===== config.mk =====
export PLATFORM = sky130hd
export DESIGN_NAME = sequenciador_ula
export DESIGN_NICKNAME = d
export VERILOG_FILES = /design/src/rtl/sequenciador_ula.sv
export SDC_FILE = /design/constraint.sdc
export NUM_CORES = 1
export LEC_CHECK = 0
export ABC_AREA = 1
export ABC_CLOCK_PERIOD_IN_PS = 1900
export BUFFER_PORTS_ARGS = -buffer_cell sky130_fd_sc_hd__buf_2
export CAP_MARGIN = 10
export CELL_PAD_IN_SITES_DETAIL_PLACEMENT = 0
export CELL_PAD_IN_SITES_GLOBAL_PLACEMENT = 2
export CORE_ASPECT_RATIO = 0.75
export CORE_MARGIN = 3
export CORE_UTILIZATION = 27
export DETAILED_ROUTE_END_ITERATION = 8
export MAX_ROUTING_LAYER = met4
export PLACE_DENSITY_LB_ADDON = 0.3
export SLEW_MARGIN = 10
export SYNTH_ARGS = -nofsm -noshare
export SYNTH_HDL_FRONTEND = slang
export SYNTH_SLANG_ARGS = --single-unit

===== constraint.sdc =====
create_clock -name clk -period 1.9 [get_ports clk]
set_input_delay 0.19 -clock clk [delete_from_list [all_inputs] [get_ports clk]]
set_output_delay 0.19 -clock clk [all_outputs]
set_load 0.005 [all_outputs]

===== src/rtl/sequenciador_ula.sv =====
// Sequences one ULA operation per request: latches operands, waits the ULA latency,
// captures the result and strobes controle_memoria so the result becomes the last value.
module sequenciador_ula #(
  parameter int unsigned LARGURA     = 8,
  parameter int unsigned CICLOS_EXEC = 2
) (
  input  logic               clk,
  input  logic               rst,
  input  logic               iniciar,
  input  logic [2:0]         operacao,
  input  logic [LARGURA-1:0] operando_a,
  input  logic [LARGURA-1:0] operando_b,
  input  logic               usar_memoria,
  input  logic [LARGURA-1:0] valor_memoria,
  input  logic [LARGURA-1:0] resultado_ula,
  input  logic               erro_ula,
  output logic [LARGURA-1:0] ula_a,
  output logic [LARGURA-1:0] ula_b,
  output logic [2:0]         ula_op,
  output logic               executar,
  output logic               ocupado,
  output logic               pronto,
  output logic               erro,
  output logic [LARGURA-1:0] resultado
);

  typedef enum logic [1:0] {StOcioso, StExecuta, StGrava} estado_e;

  localparam logic [3:0] ContIni = 4'(CICLOS_EXEC - 1);

  estado_e              estado_q, estado_d;
  logic [3:0]           contador_q, contador_d;
  logic [LARGURA-1:0]   ula_a_q, ula_a_d;
  logic [LARGURA-1:0]   ula_b_q, ula_b_d;
  logic [2:0]           ula_op_q, ula_op_d;
  logic [LARGURA-1:0]   resultado_q, resultado_d;
  logic                 erro_q, erro_d;

  always_ff @(posedge clk or negedge rst) begin
    if (!rst) begin
      estado_q    <= StOcioso;
      contador_q  <= '0;
      ula_a_q     <= '0;
      ula_b_q     <= '0;
      ula_op_q    <= '0;
      resultado_q <= '0;
      erro_q      <= 1'b0;
    end else begin
      estado_q    <= estado_d;
      contador_q  <= contador_d;
      ula_a_q     <= ula_a_d;
      ula_b_q     <= ula_b_d;
      ula_op_q    <= ula_op_d;
      resultado_q <= resultado_d;
      erro_q      <= erro_d;
    end
  end

  always_comb begin
    estado_d    = estado_q;
    contador_d  = contador_q;
    ula_a_d     = ula_a_q;
    ula_b_d     = ula_b_q;
    ula_op_d    = ula_op_q;
    resultado_d = resultado_q;
    erro_d      = erro_q;
    unique case (estado_q)
      StOcioso: begin
        if (iniciar) begin
          ula_op_d   = operacao;
          ula_a_d    = usar_memoria ? valor_memoria : operando_a;
          ula_b_d    = operando_b;
          contador_d = ContIni;
          estado_d   = StExecuta;
        end
      end
      StExecuta: begin
        if (contador_q != 4'd0) begin
          contador_d = contador_q - 4'd1;
        end else begin
          resultado_d = resultado_ula;
          erro_d      = erro_ula;
          estado_d    = StGrava;
        end
      end
      StGrava: estado_d = StOcioso;
      default: estado_d = StOcioso;
    endcase
  end

  // Strobes come only from registered state/flags so they are glitch-free.
  assign ocupado   = (estado_q != StOcioso);
  assign pronto    = (estado_q == StGrava);
  assign executar  = pronto && (ula_op_q != 3'b000) && !erro_q;
  assign ula_a     = ula_a_q;
  assign ula_b     = ula_b_q;
  assign ula_op    = ula_op_q;
  assign resultado = resultado_q;
  assign erro      = erro_q;

endmodule


# Word level (Yosys, flattened, before mapping)
# Cells that the tools add are included.
dict set report op_classes {
  add_sub_neg 1
  n_eq_ne 5
  n_mux 7
  bitwise_logic 1
  reduce_logical 12
}
# op n
set ops {}
lappend ops {{4-bit 2-to-1 mux} 2}
lappend ops {{8-bit 2-to-1 mux} 1}
lappend ops {{4-bit one-hot mux with 2 select lines} 1}
lappend ops {{2-bit != test, second input constant} 3}
lappend ops {{2-bit AND reduction} 3}
lappend ops {{2-bit 2-to-1 mux} 2}
lappend ops {{2-bit one-hot mux with 2 select lines} 1}
lappend ops {{2-bit nonzero test} 2}
lappend ops {{4-bit nonzero test} 1}
lappend ops {{4-bit by 1-bit subtractor with 4-bit output, second input constant} 1}
lappend ops {{3-bit AND reduction} 1}
lappend ops {{3-bit nonzero test} 1}
lappend ops {{2-bit by 1-bit equality test with 1-bit output, second input constant} 1}
lappend ops {{2-bit equality test, second input constant} 1}
lappend ops {{1-bit logical AND} 2}
lappend ops {{2-bit logical NOT} 1}
lappend ops {{1-bit logical NOT} 1}
lappend ops {{1-bit NOT} 1}
dict set report totals {
  register_bits 34
  in_bits 40
  out_inout_bits 31
  elab_cells 33
}

# Logic depth before layout (Yosys ltp)
dict set report logic_depth {
  depth_word 3
  depth_mapped 7
}

# Worst setup path before layout
# No wires, ideal clock.
dict set report synth_timing {
  path_type {register to register}
  startpoint {reg contador_q[0]}
  endpoint {reg contador_q[0]}
  setup_time_ps 117
  t_arrival_ps 1070
  path_slack_ps 713
  stages_incl_launch_ff 8
  path_buffers 0
  synth_period_minus_slack_ps 1187
  path_cell_list {dfrtp_1 inv_1 ha_1 nand2_1 nand2_1 nand2_4 nor2_1 nor2_1}
}
dict set report synth_via {
  elab_chain_len 3
  word_cells_on_any_way 6
  cone_classes {add/sub (1); eq/ne (1); mux (2); reduce/logical (2)}
}
# item line
set synth_lines {}
lappend synth_lines {{from (decl)} 32} ;# logic [3:0] contador_q, contador_d;
lappend synth_lines {{from (signal assigned)} 50} ;# contador_q <= contador_d;
lappend synth_lines {{4-bit by 1-bit subtractor with 4-bit output / 4-bit nonzero test (equally long branches)} {79, 78}}
lappend synth_lines {{4-bit 2-to-1 mux / 2-bit != test (equally long branches)} n/a}
lappend synth_lines {{4-bit one-hot mux with 2 select lines / 3-bit AND reduction (equally long branches)} n/a}
# Parallel ways exist; a longest one is shown, timed or not. The select of a mux whose other input is x is not followed.
# A chain may end at the register's enable or synchronous reset.

# Worst setup path after layout
dict set report layout_timing {
  startpoint {reg estado_q[1]}
  endpoint {out executar}
}
dict set report layout_via {
  elab_chain_len 3
}
# item line
set layout_lines {}
lappend layout_lines {{from (decl)} 31} ;# estado_e estado_q, estado_d;
lappend layout_lines {{from (signal assigned)} 41} ;# estado_q <= StOcioso;
lappend layout_lines {{from (signal assigned)} 49} ;# estado_q <= estado_d;
lappend layout_lines {{2-bit equality test} 93} ;# assign pronto = (estado_q == StGrava);
lappend layout_lines {{1-bit logical AND (2 in a row)} 94} ;# assign executar = pronto && (ula_op_q != 3'b000) && !erro_q;
lappend layout_lines {{to (decl)} 20} ;# output logic executar,
# No other way between the ends.

==> flow_summary.toml <==
[final_layout]
num-nets-final = 291
layoutNonFillerInstCount = 322
post-route-util_pct = 40.1
drive_gt1_share_pct = 34.8
syn2layout_area_growth_pct = 36.8
diodes = 0

[global_route]
grt_max_degree = 35
grt_pass1_wl_um = 5910
grt_pass1_vias = 1293
grt_usage_pct = 11.9
grt_remaining_overflow = 0
antenna_found_initial = 0

[synth]
yosysWarnings = 0
syn_nets = 218
synth-seq-cells = 34
yosys.area_share.simple_pct = 28.3
synth_compound_area_share_pct = 6.50
synth_area_um2 = 1500
avgSynthCellArea_um2 = 8.53
synth_top_family_by_area = "simple AND/OR/NAND/NOR gates"
synth_fa_ha_area_share_pct = 1.67
synth_cell_types = 20
muxShareOfSynthArea_pct = 0
synth-seq-area-share_pct = 56.7
postSynthCellCount = 176
synth-xor-area-share_pct = 0.583

[drt]
vias = 1305
wl_um = 3600
drtAntennaViolNets = 0
firstDrtPassIters = 4
viasPerCell = 4.05
drt_iter0_markers = 51
drc = 0
post_drt_wl_per_cell_um = 11.2

[floorplan]
die_w_um = 92.1
num_io_pins = 71
core.rowCount = 22
dieArea_um2 = 6500
start_util_pct = 29.3
die_h_um = 70.6
coreArea_um2 = 5120

[clock_network]
cts_buffer_depth = 2
clk_latency_ns = 0.28
cts_tree = "yes"
numCtsBuffers = 5
cts-root-buf = "clkbuf_8"
cts.sinks = 34
post_cts_buffers = 0
cts_resized = 0
h-tree-depth = 2
clkTransAtPathRegs_ns = 0.06
holdBufCountCts = 0

[placement]
port_buffers = 70
dp_cells = 314
gp_congestion = 0.702
hpwlAfterDp_um = 2760

[power_and_ir_drop]
fin_total_pwr_w = 0.00330
power.leakage_nw = 1.18
ir_worst_vdd_mv = 0.555
power_density_nw_per_um2 = 1610

[sta]
timing_hold_violations_final = 34
max_freq_mhz = 698
setup-tns-final_ns = 0
post-route-min-period_ns = 1.43
fin_crit_sh_pct = 75.4
setup_viol = 0
rsz0062_at_grt = "no"
whs_ns = -0.0314
fin_skew_ns = 0.00868
slew_violations = 0
worstMarginPinSlew_ns = 0.762
relSlewSlack_pct = 49.2

[worst_setup_path]
slowest_stage = "dfrtp_1"
critPathMaxStageDelay_ns = 0.43
cp-end-kind = "output pin"
cpMostUsedCell = "nor2_1"
required_ns = 1.71
path_cells = "inv_2 -> nor2_1 -> o31ai_1 -> nor2_1 -> buf_2"
critPathKind = "reg2out"
cp_data_arrival_time_ns = 1.24
crit_fanout = 3
start_kind = "flop"

[outcome]
violations = "negative hold slack"
status = "finished with violations"

[min_path]
hp-class = "in2async"

[flow_run]
maxCapViolCount = 0
[final cells by class]
class | count | area (µm²)
sequential | 34 | 851
timing repair buffer | 71 | 358
inverter | 15 | 57.6
fill | 554 | 3070
multi-input combinational | 122 | 556
clock buffer | 6 | 82.6
clock inverter | 2 | 60.1
tap | 72 | 90.1
[per-stage QoR]
stage                     area, µm²  setup WS [ns]
after global routing           2050          0.326
after CTS                      2050          0.434
after global placement         1910          0.529
after floorplan                1500          0.713
final                          2050          0.468
after detailed placement       1910          0.459
[layer usage]
metal	up-vias	track usage (%)	part of all wire, %
met5	-	-	0
met4	0	3.46	0.61
met3	3	3.83	6.3
met2	37	17.6	45
met1	578	15.5	48
li1	687	-	-
[critical path, delay by kind of cell, from the launching register on]
family	cells	cell delay (ns)
AO/OA/AOI/OAI	1	0.10
buffers and inverters	2	0.19
flip-flops	1	0.43
AND/OR/NAND/NOR	2	0.24
[report_power, final]
part | switching (W) | leakage, nW | internal [W]
Clock | 0.000263 | 0.0714 | 0.000560
Sequential | 0.000201 | 0.420 | 0.00107
Combinational | 0.000692 | 0.686 | 0.000515
[sequential cells by signal (all words and copies together), names as in the netlist]
name	flops
erro	1
ula_a	8
resultado	8
estado_q	2
contador_q	4
ula_op	3
ula_b	8
[final timing paths]
check                                     to             start  slack, ns  cells past startpoint
worst max-delay path                executar       estado_q[1]       0.47                      5
max in group asynchronous        estado_q[0]               rst       1.44                      1
min in group clk                resultado[4]  resultado_ula[4]       0.09                      3
worst min register to register  resultado[3]      resultado[3]       0.48                      2
worst min-delay path            resultado[3]               rst      -0.03                      1
worst max register to register     ula_op[2]       estado_q[1]       0.48                      5
[Yosys cell counts]
cell      number  area, µm²
nand2_1       82        308
dfrtp_1       34        851
o21ai_0       15       75.1
inv_1         12       45.0
nor2_1         9       33.8
buf_2          3       15.0
o21ai_1        3       15.0
buf_6          2       22.5
ha_1           2       25.0
inv_2          2       7.51
nand3_1        2       10.0
nor2_4         2       22.5
clkinv_2       1       5.00
nand2_4        1       11.3
nand3_2        1       10.0
nand3_4        1       17.5
nand4_1        1       6.26
nor3_1         1       5.00
o31ai_1        1       7.51
xor2_1         1       8.76
[layout by cell type, fill, tap and decap left out, types with 3 or more instances in the layout]
| master | instances |
|---|---|
| buf_2 | 70 |
| clkbuf_8 | 6 |
| dfrtp_1 | 34 |
| inv_1 | 12 |
| nand2_1 | 82 |
| nor2_1 | 9 |
| o21ai_0 | 15 |
| o21ai_1 | 3 |
[kinds of logic (layout without fill, tap and decap cells)]
family,count (synthesis),count (layout)
xor+xnor,1,1
fa+ha+maj,2,2
simple gates,100,100
compound gates,19,19
buf+inv,20,94
flops,34,34
Note: power is estimated with default switching activity, not from simulation.
